$ cat src/rtl/pipeline_hazard_ctrl.sv
// Stall/flush sequencer for the 5-stage pipeline.
// Handles load-use bubbles, EX redirects, data-memory wait freezes with a timeout
// fault, and stall/flush performance counters.
module pipeline_hazard_ctrl #(
  parameter int unsigned MEM_TIMEOUT = 16,
  parameter int unsigned CNT_W       = 32
) (
  input  logic             clk,
  input  logic             rst,
  input  logic [4:0]       id_rs1_addr,
  input  logic [4:0]       id_rs2_addr,
  input  logic             id_rs1_used,
  input  logic             id_rs2_used,
  input  logic [4:0]       ex_rd_addr,
  input  logic             ex_write_reg_enable,
  input  logic [2:0]       ex_read_ram_flag,
  input  logic             ex_redirect,
  input  logic             mem_req,
  input  logic             mem_ready,
  output logic             pc_hold,
  output logic             if_id_hold,
  output logic             if_id_flush,
  output logic             id_ex_hold,
  output logic             id_ex_flush,
  output logic             ex_mem_hold,
  output logic             mem_wb_flush,
  output logic             mem_fault,
  output logic [1:0]       ctrl_state,
  output logic [CNT_W-1:0] stall_cnt,
  output logic [CNT_W-1:0] flush_cnt
);

  typedef enum logic [1:0] {RUN = 2'd0, WAIT = 2'd1, FAULT = 2'd2} state_e;

  // wait_cnt reaching this value while still waiting means the next edge is the
  // MEM_TIMEOUT-th consecutive wait edge (the first one is spent in RUN).
  localparam logic [7:0] WAIT_LAST = 8'(MEM_TIMEOUT - 1);

  state_e           state_q, state_d;
  logic [7:0]       wait_q, wait_d;
  logic             fault_q, fault_d;
  logic [CNT_W-1:0] stall_q, flush_q;

  logic mem_wait, freeze, rs1_hit, rs2_hit, load_use, redirect_act;

  assign mem_wait     = mem_req & ~mem_ready;
  assign freeze       = mem_wait | (state_q == FAULT);
  assign rs1_hit      = id_rs1_used & (id_rs1_addr == ex_rd_addr);
  assign rs2_hit      = id_rs2_used & (id_rs2_addr == ex_rd_addr);
  assign load_use     = (ex_read_ram_flag != 3'd0) & ex_write_reg_enable &
                        (ex_rd_addr != 5'd0) & (rs1_hit | rs2_hit);
  assign redirect_act = ~freeze & ex_redirect;

  // Pipeline controls: freeze beats redirect, redirect beats load-use.
  always_comb begin
    pc_hold      = 1'b0;
    if_id_hold   = 1'b0;
    if_id_flush  = 1'b0;
    id_ex_hold   = 1'b0;
    id_ex_flush  = 1'b0;
    ex_mem_hold  = 1'b0;
    mem_wb_flush = 1'b0;
    if (freeze) begin
      pc_hold      = 1'b1;
      if_id_hold   = 1'b1;
      id_ex_hold   = 1'b1;
      ex_mem_hold  = 1'b1;
      mem_wb_flush = 1'b1;
    end else if (ex_redirect) begin
      if_id_flush  = 1'b1;
      id_ex_flush  = 1'b1;
    end else if (load_use) begin
      pc_hold      = 1'b1;
      if_id_hold   = 1'b1;
      id_ex_flush  = 1'b1;
    end
  end

  // Memory-wait FSM next state; FAULT is only left through reset.
  always_comb begin
    state_d = state_q;
    wait_d  = wait_q;
    fault_d = fault_q;
    unique case (state_q)
      RUN: begin
        if (mem_wait) begin
          state_d = WAIT;
          wait_d  = 8'd1;
        end
      end
      WAIT: begin
        if (!mem_wait) begin
          state_d = RUN;
          wait_d  = 8'd0;
        end else if (wait_q == WAIT_LAST) begin
          state_d = FAULT;
          fault_d = 1'b1;
        end else begin
          wait_d  = wait_q + 8'd1;
        end
      end
      default: begin
        state_d = FAULT;
      end
    endcase
  end

  // FSM state, wait counter and sticky fault.
  always_ff @(posedge clk or posedge rst) begin
    if (rst) begin
      state_q <= RUN;
      wait_q  <= 8'd0;
      fault_q <= 1'b0;
    end else begin
      state_q <= state_d;
      wait_q  <= wait_d;
      fault_q <= fault_d;
    end
  end

  // Performance counters, wrapping naturally at 2^CNT_W.
  always_ff @(posedge clk or posedge rst) begin
    if (rst) begin
      stall_q <= '0;
      flush_q <= '0;
    end else begin
      if (pc_hold)      stall_q <= stall_q + CNT_W'(1);
      if (redirect_act) flush_q <= flush_q + CNT_W'(1);
    end
  end

  assign mem_fault  = fault_q;
  assign ctrl_state = state_q;
  assign stall_cnt  = stall_q;
  assign flush_cnt  = flush_q;

endmodule

$ cat config.mk
export PLATFORM = sky130hd
export DESIGN_NAME = pipeline_hazard_ctrl
export DESIGN_NICKNAME = d
export VERILOG_FILES = /design/src/rtl/pipeline_hazard_ctrl.sv
export SDC_FILE = /design/constraint.sdc
export NUM_CORES = 1
export LEC_CHECK = 0
export CAP_MARGIN = 0
export CORE_UTILIZATION = 52
export DETAILED_ROUTE_END_ITERATION = 10
export PLACE_DENSITY = 0.83
export SLEW_MARGIN = 40
export SYNTH_ARGS = -nofsm -noshare
export SYNTH_HDL_FRONTEND = slang
export SYNTH_SLANG_ARGS = --single-unit
$ cat constraint.sdc
create_clock -name clk -period 6.11 [get_ports clk]
set_input_delay 1.5275 -clock clk [delete_from_list [all_inputs] [get_ports clk]]
set_output_delay 1.5275 -clock clk [all_outputs]
set_load 0.01 [all_outputs]
==> results of run 1 <==
area by class of cell:
| cell class | count | area [sq um] |
|---|---|---|
| Sequential cell | 75 | 1880 |
| Fill cell | 491 | 1830 |
| Multi-Input combinational cell | 251 | 1700 |
| Timing Repair Buffer | 100 | 998 |
| Clock buffer | 12 | 145 |
| Tap cell | 96 | 120 |
| Clock inverter | 4 | 73.8 |
| Inverter | 10 | 43.8 |
metal layers:
layer	vias to the layer above	share of wire (%)
li1	1390	-
met1	1395	46
met2	81	48
met3	6	4.8
met4	0	1.3
met5	-	0
registers in the layout (all words and copies together) (netlist names):
register / flops
ctrl_state: 2
mem_fault: 1
stall_cnt: 32
wait_q: 8
flush_cnt: 32
cells in the mapped netlist, types with 3 or more instances:
master and n:
sky130_fd_sc_hd__or4_1 3, sky130_fd_sc_hd__nand4_1 22, sky130_fd_sc_hd__nand3_1 26, sky130_fd_sc_hd__buf_4 3, sky130_fd_sc_hd__nor3_1 7, sky130_fd_sc_hd__nand2_1 31
sky130_fd_sc_hd__xnor2_1 57, sky130_fd_sc_hd__ha_1 3, sky130_fd_sc_hd__xor2_1 20, sky130_fd_sc_hd__dfrtp_1 75, sky130_fd_sc_hd__inv_1 9, sky130_fd_sc_hd__a21oi_1 4
sky130_fd_sc_hd__and3_1 10, sky130_fd_sc_hd__nor2_1 28
final timing paths:
check | start | end | cells past startpoint
setup / recovery | ex_rd_addr[0] | if_id_hold | 7
hold / removal | flush_cnt[31]$_DFFE_PP0P_ | flush_cnt[31]$_DFFE_PP0P_ | 1
setup reg to reg | ctrl_state[0]$_DFFE_PP0P_ | flush_cnt[28]$_DFFE_PP0P_ | 6
hold reg to reg | flush_cnt[31]$_DFFE_PP0P_ | flush_cnt[31]$_DFFE_PP0P_ | 1
max in group asynchronous | rst | flush_cnt[5]$_DFFE_PP0P_ | 3
min in group asynchronous | rst | flush_cnt[17]$_DFFE_PP0P_ | 2
where the power goes:
part	switching [uW]	leakage, uW	internal (uW)
Sequential	59.0	0.000991	542
Combinational	114	0.000982	143
Clock	179	0.000111	242
Total	353	0.00208	927
per-stage QoR:
step / utilization [%] / hold slack [ns]
2_1_floorplan: - / 0.491
3_3_place_gp: 69.7 / 0.458
3_5_place_dp: 69.7 / 0.465
4_1_cts: 72.9 / 0.475
5_1_grt: 73.0 / 0.481
6_report: 73.0 / 0.472
cells by family after synthesis:
| group | Yosys count | synth area share [%] |
|---|---|---|
| adder cells (fa/ha/maj) | 3 | 1.03 |
| AO/OA/AOI/OAI | 18 | 3.42 |
| XOR/XNOR | 78 | 18.9 |
| buffers and inverters | 16 | 2.33 |
| multiplexers | 1 | 0.308 |
| AND/OR/NAND/NOR | 151 | 22.7 |
| flip-flops | 75 | 51.3 |
worst max-delay path, cell delays in order:
cell and delay (ns):
sky130_fd_sc_hd__clkdlybuf4s50_1 0.46, sky130_fd_sc_hd__or4_1 0.55, sky130_fd_sc_hd__o21ai_2 0.20, sky130_fd_sc_hd__nor2_1 0.06
sky130_fd_sc_hd__a21oi_1 0.42, sky130_fd_sc_hd__inv_1 0.12, sky130_fd_sc_hd__clkdlybuf4s50_1 0.51
layout by cell type (no fill, tap or decap), types with 3 or more instances in the layout:
| master | count |
|---|---|
| sky130_fd_sc_hd__clkbuf_8 | 10 |
| sky130_fd_sc_hd__clkdlybuf4s50_1 | 99 |
| sky130_fd_sc_hd__ha_1 | 3 |
| sky130_fd_sc_hd__nand3_1 | 26 |
| sky130_fd_sc_hd__nand4_1 | 22 |
| sky130_fd_sc_hd__and3_1 | 10 |
| sky130_fd_sc_hd__nor2_1 | 28 |
| sky130_fd_sc_hd__or4_1 | 3 |
| sky130_fd_sc_hd__dfrtp_1 | 75 |
| sky130_fd_sc_hd__a21oi_1 | 4 |
| sky130_fd_sc_hd__xor2_1 | 20 |
| sky130_fd_sc_hd__inv_1 | 8 |
| sky130_fd_sc_hd__xnor2_1 | 57 |
| sky130_fd_sc_hd__nand2_1 | 31 |
| sky130_fd_sc_hd__nor3_1 | 7 |
==> Flow_metrics.wiki, run 1 <==
{| class="wikitable"
! Metric !! Value
|-
| Result of the run || finished, final reports clean
|-
| Vias in the first global route || 2824
|-
| IO Pins || 100
|-
| Number of CTS-inserted buffers || 9
|-
| Placed Cells incl. Taps || 532
|-
| Cell area after technology mapping || 0.00366 sq mm
|-
| Area share of the largest cell type after synthesis || 51.3%
|-
| Total negative setup slack || 0 ns
|-
| Power after layout || 1280 uW
|-
| Worst setup SP type || input port
|-
| Bufs on Longest Clock Path || 2
|-
| Clk sinks || 75
|-
| Global-route usage over all layers || 22.7%
|-
| Leading post-synthesis cells by cell area || sky130_fd_sc_hd__dfrtp_1, sky130_fd_sc_hd__xnor2_1, sky130_fd_sc_hd__xor2_1
|-
| Buffers added on ports || 99
|-
| Floorplan row count || 30
|-
| Cell type with the highest aggregate area in the netlist || sky130_fd_sc_hd__dfrtp_1
|-
| Core Region || 0.00679 sq mm
|-
| Worst endpoint required time || 4.58 ns
|-
| H-Tree Level Count || 3
|-
| Met1 global-route usage || 29.5%
|-
| GR Overflow Total || 0
|-
| Total via count in the routed design || 2872
|-
| Count of state elements after synthesis || 75
|-
| CTS tree || done
|-
| Share of synthesized area occupied by flip-flops and latches || 51.3%
|-
| Top fanout value on the critical path || 6
|-
| EDFF count, synth || 0
|-
| CTS clock-pin slew for the worst setup and hold paths || 0.08 ns
|-
| First-pass GRT wire length || 12900 um
|-
| Total setup buffers inserted after CTS || 0
|-
| Post-detailed-routing wire length || 7720 um
|-
| Final GP Congestion || 0.781
|-
| Critical path type || input port to primary output
|-
| Layout Skew || 0.0105 ns
|-
| Worst setup slack after layout || 0.738 ns
|-
| Capturing element type of the critical path || primary output
|-
| Met2 GRT Util || 36.5%
|-
| Post-route clock period utilization || 87.9%
|-
| Post-layout instance count excluding filler cells || 548
|-
| Distinct cell type count after synthesis || 49
|-
| Leakage Power || 0.00208 uW
|-
| Number of antenna repair diodes || 0
|-
| Endpoints failing setup || 0
|-
| Fraction of layout instances using a drive strength above 1 || 7.52%
|-
| Drt initial violations || 139
|-
| Area overhead of the layout relative to synthesis || 35.6%
|-
| Number of maximum-capacitance violations || 0
|-
| DRT antenna net count || 0
|-
| Setup slack after placement || 0.734 ns
|-
| Number of nets produced by synthesis || 371
|-
| Gate count of the mapped netlist || 342
|-
| Standard cell area after detailed placement || 0.00473 sq mm
|-
| Initial antenna violation count || 0
|-
| Insertion delay to the later sink of the worst-skew pair || 0.35 ns
|-
| Setup slack on the worst flop-to-flop path || 3.80 ns
|-
| Critical Path AT || 3.84 ns
|-
| Number of design rule violations left after detail routing || 0
|-
| Max Clk Rate || 186 MHz
|-
| Slew HR || 51.0%
|-
| Global-route layer with the greatest usage || met2
|-
| Maximum number of pins on one net before global-route repair || 42
|-
| Dominant synthesized flop cell || sky130_fd_sc_hd__dfrtp_1
|-
| Vias per cell || 5.24
|-
| Slew at the pin closest to its max-slew limit || 0.734 ns
|-
| Hold buffer count at CTS || 0
|-
| Min cycle time layout || 5.37 ns
|-
| VDD IR-drop max || 0.000184 V
|-
| Number of gates resized after cts || 0
|-
| Buffer cell driving the clock tree root || sky130_fd_sc_hd__clkbuf_8
|-
| Fin. max-slew vios || 0
|-
| Final net count || 476
|-
| RSZ-0062 raised after global routing || false
|-
| Final standard cell area without fillers || 0.00496 sq mm
|-
| Number of warning messages in the yosys log || 0
|-
| Die width || 85.9 um
|-
| Dpl hpwl || 5760 um
|-
| Mean area per synthesized cell || 10.7 sq um
|-
| Die height || 85.9 um
|-
| Worst hold path class || flip-flop to flip-flop
|-
| Met3 GRT Util || 5.20%
|-
| Number of search-and-repair iterations in the first detailed-routing pass || 4
|-
| Area of the die || 0.00738 sq mm
|-
| FFs w/ async S/R, synth || 100%
|-
| Initial standard-cell utilization of the core || 53.8%
|-
| Power density cells || 258 mW/mm^2
|-
| Mean routed wirelength per cell || 14.1 um
|-
| Count of final hold-check violations || 0
|}
Note: power is estimated with default switching activity, not from simulation.
==> run 2, diff against run 1 <==
CORE_ASPECT_RATIO = 0.6   (was default)
CORE_MARGIN = 1.5   (was default)
==> Flow_metrics.wiki, run 2 (same netlist as run 1, synthesis figures left out) <==
{| class="wikitable"
! Metric !! Value
|-
| Result of the run || finished, final reports clean (unchanged)
|-
| Slew at the pin closest to its max-slew limit || 0.754 ns (was 0.734 ns)
|-
| Setup slack after placement || 0.619 ns (was 0.734 ns)
|-
| Worst setup slack after layout || 0.660 ns (was 0.738 ns)
|-
| RSZ-0062 raised after global routing || false (unchanged)
|-
| Buffer cell driving the clock tree root || sky130_fd_sc_hd__clkbuf_16 (was sky130_fd_sc_hd__clkbuf_8)
|-
| Insertion delay to the later sink of the worst-skew pair || 0.34 ns (was 0.35 ns)
|-
| Worst endpoint required time || 4.58 ns (about the same)
|-
| Floorplan row count || 23 (was 30)
|-
| DRT antenna net count || 0 (unchanged)
|-
| Area taken by multi-input logic gates || 0.00170 sq mm (unchanged)
|-
| Commonest non-fill, non-tap cell in the layout || sky130_fd_sc_hd__clkdlybuf4s50_1 (unchanged)
|-
| Drt initial violations || 148 (was 139)
|-
| Number of CTS-inserted buffers || 9 (unchanged)
|-
| Buffers added on ports || 99 (unchanged)
|-
| Worst setup SP type || input port (unchanged)
|-
| VDD IR-drop max || 0.000271 V (was 0.000184 V)
|-
| Maximum number of pins on one net before global-route repair || 76 (was 42)
|-
| Total setup buffers inserted after CTS || 0 (unchanged)
|-
| Die height || 68.0 um (was 85.9 um)
|-
| First-pass GRT wire length || 14700 um (was 12900 um)
|-
| Min cycle time layout || 5.45 ns (was 5.37 ns)
|-
| Layout Skew || 0.00698 ns (was 0.0105 ns)
|-
| Initial antenna violation count || 0 (unchanged)
|-
| Worst hold path class || flip-flop to flip-flop (unchanged)
|-
| Total negative setup slack || 0 ns (unchanged)
|-
| Highest-count cells in the layout ignoring fill and taps || sky130_fd_sc_hd__clkdlybuf4s50_1, sky130_fd_sc_hd__dfrtp_1, sky130_fd_sc_hd__xnor2_1, sky130_fd_sc_hd__nand2_1, sky130_fd_sc_hd__nor2_1 (unchanged)
|-
| Bufs on Longest Clock Path || 2 (unchanged)
|-
| Number of gates resized after cts || 0 (unchanged)
|-
| Fin. max-slew vios || 0 (unchanged)
|-
| Mean routed wirelength per cell || 16.4 um (was 14.1 um)
|-
| GR Overflow Total || 0 (unchanged)
|-
| Dpl hpwl || 6320 um (was 5760 um)
|-
| Die width || 111 um (was 85.9 um)
|-
| Fraction of layout instances using a drive strength above 1 || 7.32% (was 7.52%)
|-
| Number of design rule violations left after detail routing || 0 (unchanged)
|-
| Number of maximum-capacitance violations || 0 (unchanged)
|-
| Vias in the first global route || 2889 (was 2824)
|-
| Flip-flop and latch area || 0.00188 sq mm (unchanged)
|-
| Final net count || 476 (unchanged)
|-
| Critical path type || input port to primary output (unchanged)
|-
| Hold buffer count at CTS || 0 (unchanged)
|-
| Power density cells || 269 mW/mm^2 (was 258 mW/mm^2)
|-
| Leakage Power || 0.00211 uW (was 0.00208 uW)
|-
| Vias per cell || 5.39 (was 5.24)
|-
| Post-route clock period utilization || 89.2% (was 87.9%)
|-
| Global-route usage over all layers || 25.2% (was 22.7%)
|-
| Total via count in the routed design || 2899 (was 2872)
|-
| Final GP Congestion || 0.815 (was 0.781)
|-
| CTS tree || done (unchanged)
|-
| Number of search-and-repair iterations in the first detailed-routing pass || 4 (unchanged)
|-
| H-Tree Level Count || 3 (unchanged)
|-
| Number of antenna repair diodes || 0 (unchanged)
|-
| Slew HR || 49.7% (was 51.0%)
|-
| Top fanout value on the critical path || 6 (unchanged)
|-
| Area of the die || 0.00756 sq mm (was 0.00738 sq mm)
|-
| Critical Path AT || 3.92 ns (was 3.84 ns)
|-
| Core Region || 0.00673 sq mm (was 0.00679 sq mm)
|-
| Count of final hold-check violations || 0 (unchanged)
|-
| Initial standard-cell utilization of the core || 54.3% (was 53.8%)
|-
| Capturing element type of the critical path || primary output (unchanged)
|-
| Post-detailed-routing wire length || 8810 um (was 7720 um)
|-
| Area overhead of the layout relative to synthesis || 36.5% (was 35.6%)
|-
| Max Clk Rate || 183 MHz (was 186 MHz)
|-
| Endpoints failing setup || 0 (unchanged)
|-
| Fillcell total || 501 (was 491)
|-
| IO Pins || 100 (unchanged)
|-
| Clk sinks || 75 (unchanged)
|-
| CTS clock-pin slew for the worst setup and hold paths || 0.05 ns (was 0.08 ns)
|}
run 2: cell count changes in the layout (fill, tap and decap cells not counted), sizes merged:
cell / previous run / this run
bufinv: 2 / 0
inv: 9 / 10
run 2: cell type report:
cell class,instances,share of cell area [%]
well taps,87,2.18
multi-input cells,251,34.1
clock inverters,3,0.301
clock buffers,12,4.94
repair buffers,100,20.1
inverters,10,0.852
flip-flops and latches,75,37.6
run 2: path summary, 6_finish.rpt:
path | start | to | slack [ns] | cells past startpoint
min in group asynchronous | rst | flush_cnt[25]$_DFFE_PP0P_ | 1.70 | 3
worst min-delay path | flush_cnt[31]$_DFFE_PP0P_ | flush_cnt[31]$_DFFE_PP0P_ | 0.47 | 1
max in group asynchronous | rst | flush_cnt[6]$_DFFE_PP0P_ | 3.96 | 3
worst max register to register | ctrl_state[0]$_DFFE_PP0P_ | flush_cnt[12]$_DFFE_PP0P_ | 3.85 | 6
worst min register to register | flush_cnt[31]$_DFFE_PP0P_ | flush_cnt[31]$_DFFE_PP0P_ | 0.47 | 1
worst max-delay path | ex_rd_addr[0] | if_id_hold | 0.66 | 7
run 2: routing by layer:
layer / vias to the layer above / track usage, % / routed length, um
li1: 1380 / - / -
met4: 0 / 8.86 / 97
met5: - / 0 / 0
met3: 8 / 7.26 / 544
met2: 89 / 39.5 / 4110
met1: 1422 / 34.2 / 4050
run 2: metrics by stage:
step | std cells | total power, uW | hold WS [ns] | util [%] | cell area (sq um)
2_1_floorplan | 342 | 725 | 0.491 | - | 3660
3_3_place_gp | 523 | 863 | 0.458 | 70.1 | 4720
3_5_place_dp | 523 | 876 | 0.461 | 70.2 | 4730
4_1_cts | 538 | 1350 | 0.473 | 74.1 | 4990
5_1_grt | 538 | 1400 | 0.496 | 74.2 | 4990
6_report | 538 | 1340 | 0.471 | 74.2 | 4990
run 2: critical path, cell delays in order:
cell and delay [ns]:
sky130_fd_sc_hd__clkdlybuf4s50_1 0.47, sky130_fd_sc_hd__or4_1 0.57, sky130_fd_sc_hd__o21ai_2 0.23, sky130_fd_sc_hd__nor2_1 0.07, sky130_fd_sc_hd__a21oi_1 0.44, sky130_fd_sc_hd__inv_1 0.12
sky130_fd_sc_hd__clkdlybuf4s50_1 0.51
run 2: where the power goes:
part / switching (uW) / total [uW] / internal (uW)
clock network: 194 / 476 / 281
registers: 64.1 / 607 / 543
logic: 116 / 260 / 143
==> run 3, diff against run 2 <==
GPL_TIMING_DRIVEN = 0   (was default)
PLACE_DENSITY = default   (was 0.83)
PLACE_DENSITY_LB_ADDON = 0.12   (was default)
==> Flow_metrics.wiki, run 3 (same netlist as run 1, synthesis figures left out) <==
{| class="wikitable"
! Metric !! Value
|-
| Result of the run || finished, final reports clean (unchanged)
|-
| IO Pins || 100 (unchanged)
|-
| Clock share of power || 38.4% (was 35.4%)
|-
| CP max stage delay || 0.57 ns (about the same)
|-
| Initial standard-cell utilization of the core || 54.3% (unchanged)
|-
| Count of final hold-check violations || 0 (unchanged)
|-
| Floorplan row count || 23 (unchanged)
|-
| Worst hold path class || flip-flop to flip-flop (unchanged)
|-
| Number of instances on the worst hold path || 1 (unchanged)
|-
| DRT antenna net count || 0 (unchanged)
|-
| Number of gates on the worst path with buffers counted || 8 (was 7)
|-
| Power density cells || 277 mW/mm^2 (was 269 mW/mm^2)
|-
| Switching part of the total power || 26.4% (was 27.9%)
|-
| Min cycle time layout || 5.57 ns (was 5.45 ns)
|-
| Maximum number of pins on one net before global-route repair || 39 (was 76)
|-
| Hold buffer count at CTS || 0 (unchanged)
|-
| Net switching power || 372 uW (was 375 uW)
|-
| Buffers and inverters on the worst path || 4 (was 3)
|-
| CTS tree || done (unchanged)
|-
| RSZ-0062 raised after global routing || false (unchanged)
|-
| Worst setup slack after layout || 0.535 ns (was 0.660 ns)
|-
| Global-route usage over all layers || 24.3% (was 25.2%)
|-
| Drt initial violations || 261 (was 148)
|-
| Most frequent cell on the critical path || sky130_fd_sc_hd__clkdlybuf4s50_1 (unchanged)
|-
| Vias per cell || 5.41 (was 5.39)
|-
| Post-route clock period utilization || 91.2% (was 89.2%)
|-
| Number of search-and-repair iterations in the first detailed-routing pass || 4 (unchanged)
|-
| Highest-count cells in the layout ignoring fill and taps || sky130_fd_sc_hd__clkdlybuf4s50_1, sky130_fd_sc_hd__dfrtp_1, sky130_fd_sc_hd__xnor2_1, sky130_fd_sc_hd__nand2_1, sky130_fd_sc_hd__nor2_1 (unchanged)
|-
| Endpoints failing setup || 0 (unchanged)
|-
| Total negative setup slack || 0 ns (unchanged)
|-
| Die height || 68.0 um (unchanged)
|-
| VDD IR-drop max || 0.000238 V (was 0.000271 V)
|-
| Fraction of layout instances using a drive strength above 1 || 8.30% (was 7.32%)
|-
| CTS clock-pin slew for the worst setup and hold paths || 0.05 ns (about the same)
|-
| Clk sinks || 75 (unchanged)
|-
| Cell-internal power || 1040 uW (was 968 uW)
|-
| Setup slack after placement || 0.522 ns (was 0.619 ns)
|-
| Area overhead of the layout relative to synthesis || 39.3% (was 36.5%)
|-
| Max Clk Rate || 179 MHz (was 183 MHz)
|-
| Insertion delay to the later sink of the worst-skew pair || 0.34 ns (about the same)
|-
| First-pass GRT wire length || 14200 um (was 14700 um)
|-
| Dpl hpwl || 6260 um (was 6320 um)
|-
| Vias in the first global route || 2850 (was 2889)
|-
| Final GP Congestion || 0.855 (was 0.815)
|-
| Fin. max-slew vios || 0 (unchanged)
|-
| Total via count in the routed design || 2949 (was 2899)
|-
| Worst endpoint required time || 4.58 ns (about the same)
|-
| Number of CTS-inserted buffers || 9 (unchanged)
|-
| GR Overflow Total || 0 (unchanged)
|-
| Mean routed wirelength per cell || 15.8 um (was 16.4 um)
|-
| Total setup buffers inserted after CTS || 0 (unchanged)
|-
| Initial antenna violation count || 0 (unchanged)
|-
| Number of gates resized after cts || 0 (unchanged)
|-
| Buffers added on ports || 99 (unchanged)
|-
| Number of maximum-capacitance violations || 0 (unchanged)
|-
| H-Tree Level Count || 3 (unchanged)
|-
| Top fanout value on the critical path || 6 (unchanged)
|-
| Capturing element type of the critical path || primary output (unchanged)
|-
| Worst R2R Path Depth || 9 (was 6)
|-
| Number of antenna repair diodes || 0 (unchanged)
|-
| Post-detailed-routing wire length || 8600 um (was 8810 um)
|-
| Family with the most delay on the worst path || buffers and inverters (unchanged)
|-
| Core Region || 0.00673 sq mm (unchanged)
|-
| Commonest non-fill, non-tap cell in the layout || sky130_fd_sc_hd__clkdlybuf4s50_1 (unchanged)
|-
| Number of design rule violations left after detail routing || 0 (unchanged)
|-
| Critical Path AT || 4.05 ns (was 3.92 ns)
|-
| Bufs on Longest Clock Path || 2 (unchanged)
|-
| Comb pwr share || 18.6% (was 19.4%)
|-
| Buffer cell driving the clock tree root || sky130_fd_sc_hd__clkbuf_16 (unchanged)
|-
| Critical path, cell by cell || clkdlybuf4s50_1, or4_1, o21ai_2, nor2_1, a21oi_1, inv_1, buf_4, clkdlybuf4s50_1 (was clkdlybuf4s50_1, or4_1, o21ai_2, nor2_1, a21oi_1, inv_1, clkdlybuf4s50_1)
|-
| Area of the die || 0.00756 sq mm (unchanged)
|-
| Layout Skew || 0.00496 ns (was 0.00698 ns)
|-
| Die width || 111 um (unchanged)
|-
| Slew at the pin closest to its max-slew limit || 0.647 ns (was 0.754 ns)
|-
| Slew HR || 56.5% (was 49.7%)
|-
| Leakage Power || 0.00216 uW (was 0.00211 uW)
|-
| Worst setup SP type || input port (unchanged)
|-
| Critical path type || input port to primary output (unchanged)
|-
| Slowest cell on crit path || sky130_fd_sc_hd__or4_1 (unchanged)
|-
| Register share of total power || 43.0% (was 45.2%)
|-
| Final net count || 482 (was 476)
|}
[run 3: cell count changes in the layout (fill, tap and decap cells not counted)]
cell / previous run / this run
sky130_fd_sc_hd__bufinv_16: 0 / 1
sky130_fd_sc_hd__clkbuf_8: 1 / 3
sky130_fd_sc_hd__buf_12: 0 / 1
sky130_fd_sc_hd__clkbuf_1: 2 / 4
sky130_fd_sc_hd__buf_2: 0 / 1
sky130_fd_sc_hd__inv_6: 1 / 2
sky130_fd_sc_hd__clkinv_2: 3 / 0
sky130_fd_sc_hd__inv_2: 1 / 0
sky130_fd_sc_hd__buf_4: 0 / 3
[run 3: metal layers]
| layer | up-vias | GRT usage [%] | part of all wire [%] |
|---|---|---|---|
| met5 | - | 0 | 0 |
| met4 | 0 | 9.49 | 1.4 |
| met3 | 12 | 7.71 | 5.3 |
| met2 | 92 | 39.3 | 47 |
| met1 | 1444 | 31.2 | 47 |
| li1 | 1401 | - | - |
[run 3: metrics by stage]
step	hold WS, ns	total power (uW)	instance area, sq um	util, %	instances
2_1_floorplan	0.491	725	3660	-	342
3_3_place_gp	0.457	865	4760	70.7	528
3_5_place_dp	0.460	877	4780	71.0	529
4_1_cts	0.468	1420	5090	75.6	545
5_1_grt	0.500	1470	5100	75.7	545
6_report	0.464	1410	5100	75.7	545
[run 3: final cells by class]
| type | instances | area (sq um) |
|---|---|---|
| Clock inverter | 1 | 30.0 |
| Buffer | 6 | 42.5 |
| Inverter | 10 | 47.5 |
| Multi-Input combinational cell | 251 | 1700 |
| Timing Repair Buffer | 100 | 1010 |
| Clock buffer | 15 | 278 |
| Sequential cell | 75 | 1880 |
| Tap cell | 87 | 109 |
| Fill cell | 466 | 1640 |
[run 3: worst paths after layout]
check / startpoint / endpoint / slack [ns]
setup / recovery: ex_rd_addr[0] / pc_hold / 0.54
hold / removal: stall_cnt[31]$_DFFE_PP0P_ / stall_cnt[31]$_DFFE_PP0P_ / 0.46
setup reg to reg: ctrl_state[0]$_DFFE_PP0P_ / stall_cnt[24]$_DFFE_PP0P_ / 3.86
hold reg to reg: stall_cnt[31]$_DFFE_PP0P_ / stall_cnt[31]$_DFFE_PP0P_ / 0.46
max in group asynchronous: rst / stall_cnt[1]$_DFFE_PP0P_ / 4.05
min in group asynchronous: rst / flush_cnt[23]$_DFFE_PP0P_ / 1.55
[run 3: power groups by stage]
stage / clock network [uW] / registers, uW / logic (uW)
2_1_floorplan: 0 / 621 / 104
3_3_place_gp: 0 / 610 / 255
3_5_place_dp: 0 / 613 / 265
4_1_cts: 550 / 605 / 267
5_1_grt: 572 / 614 / 288
6_report: 542 / 606 / 263
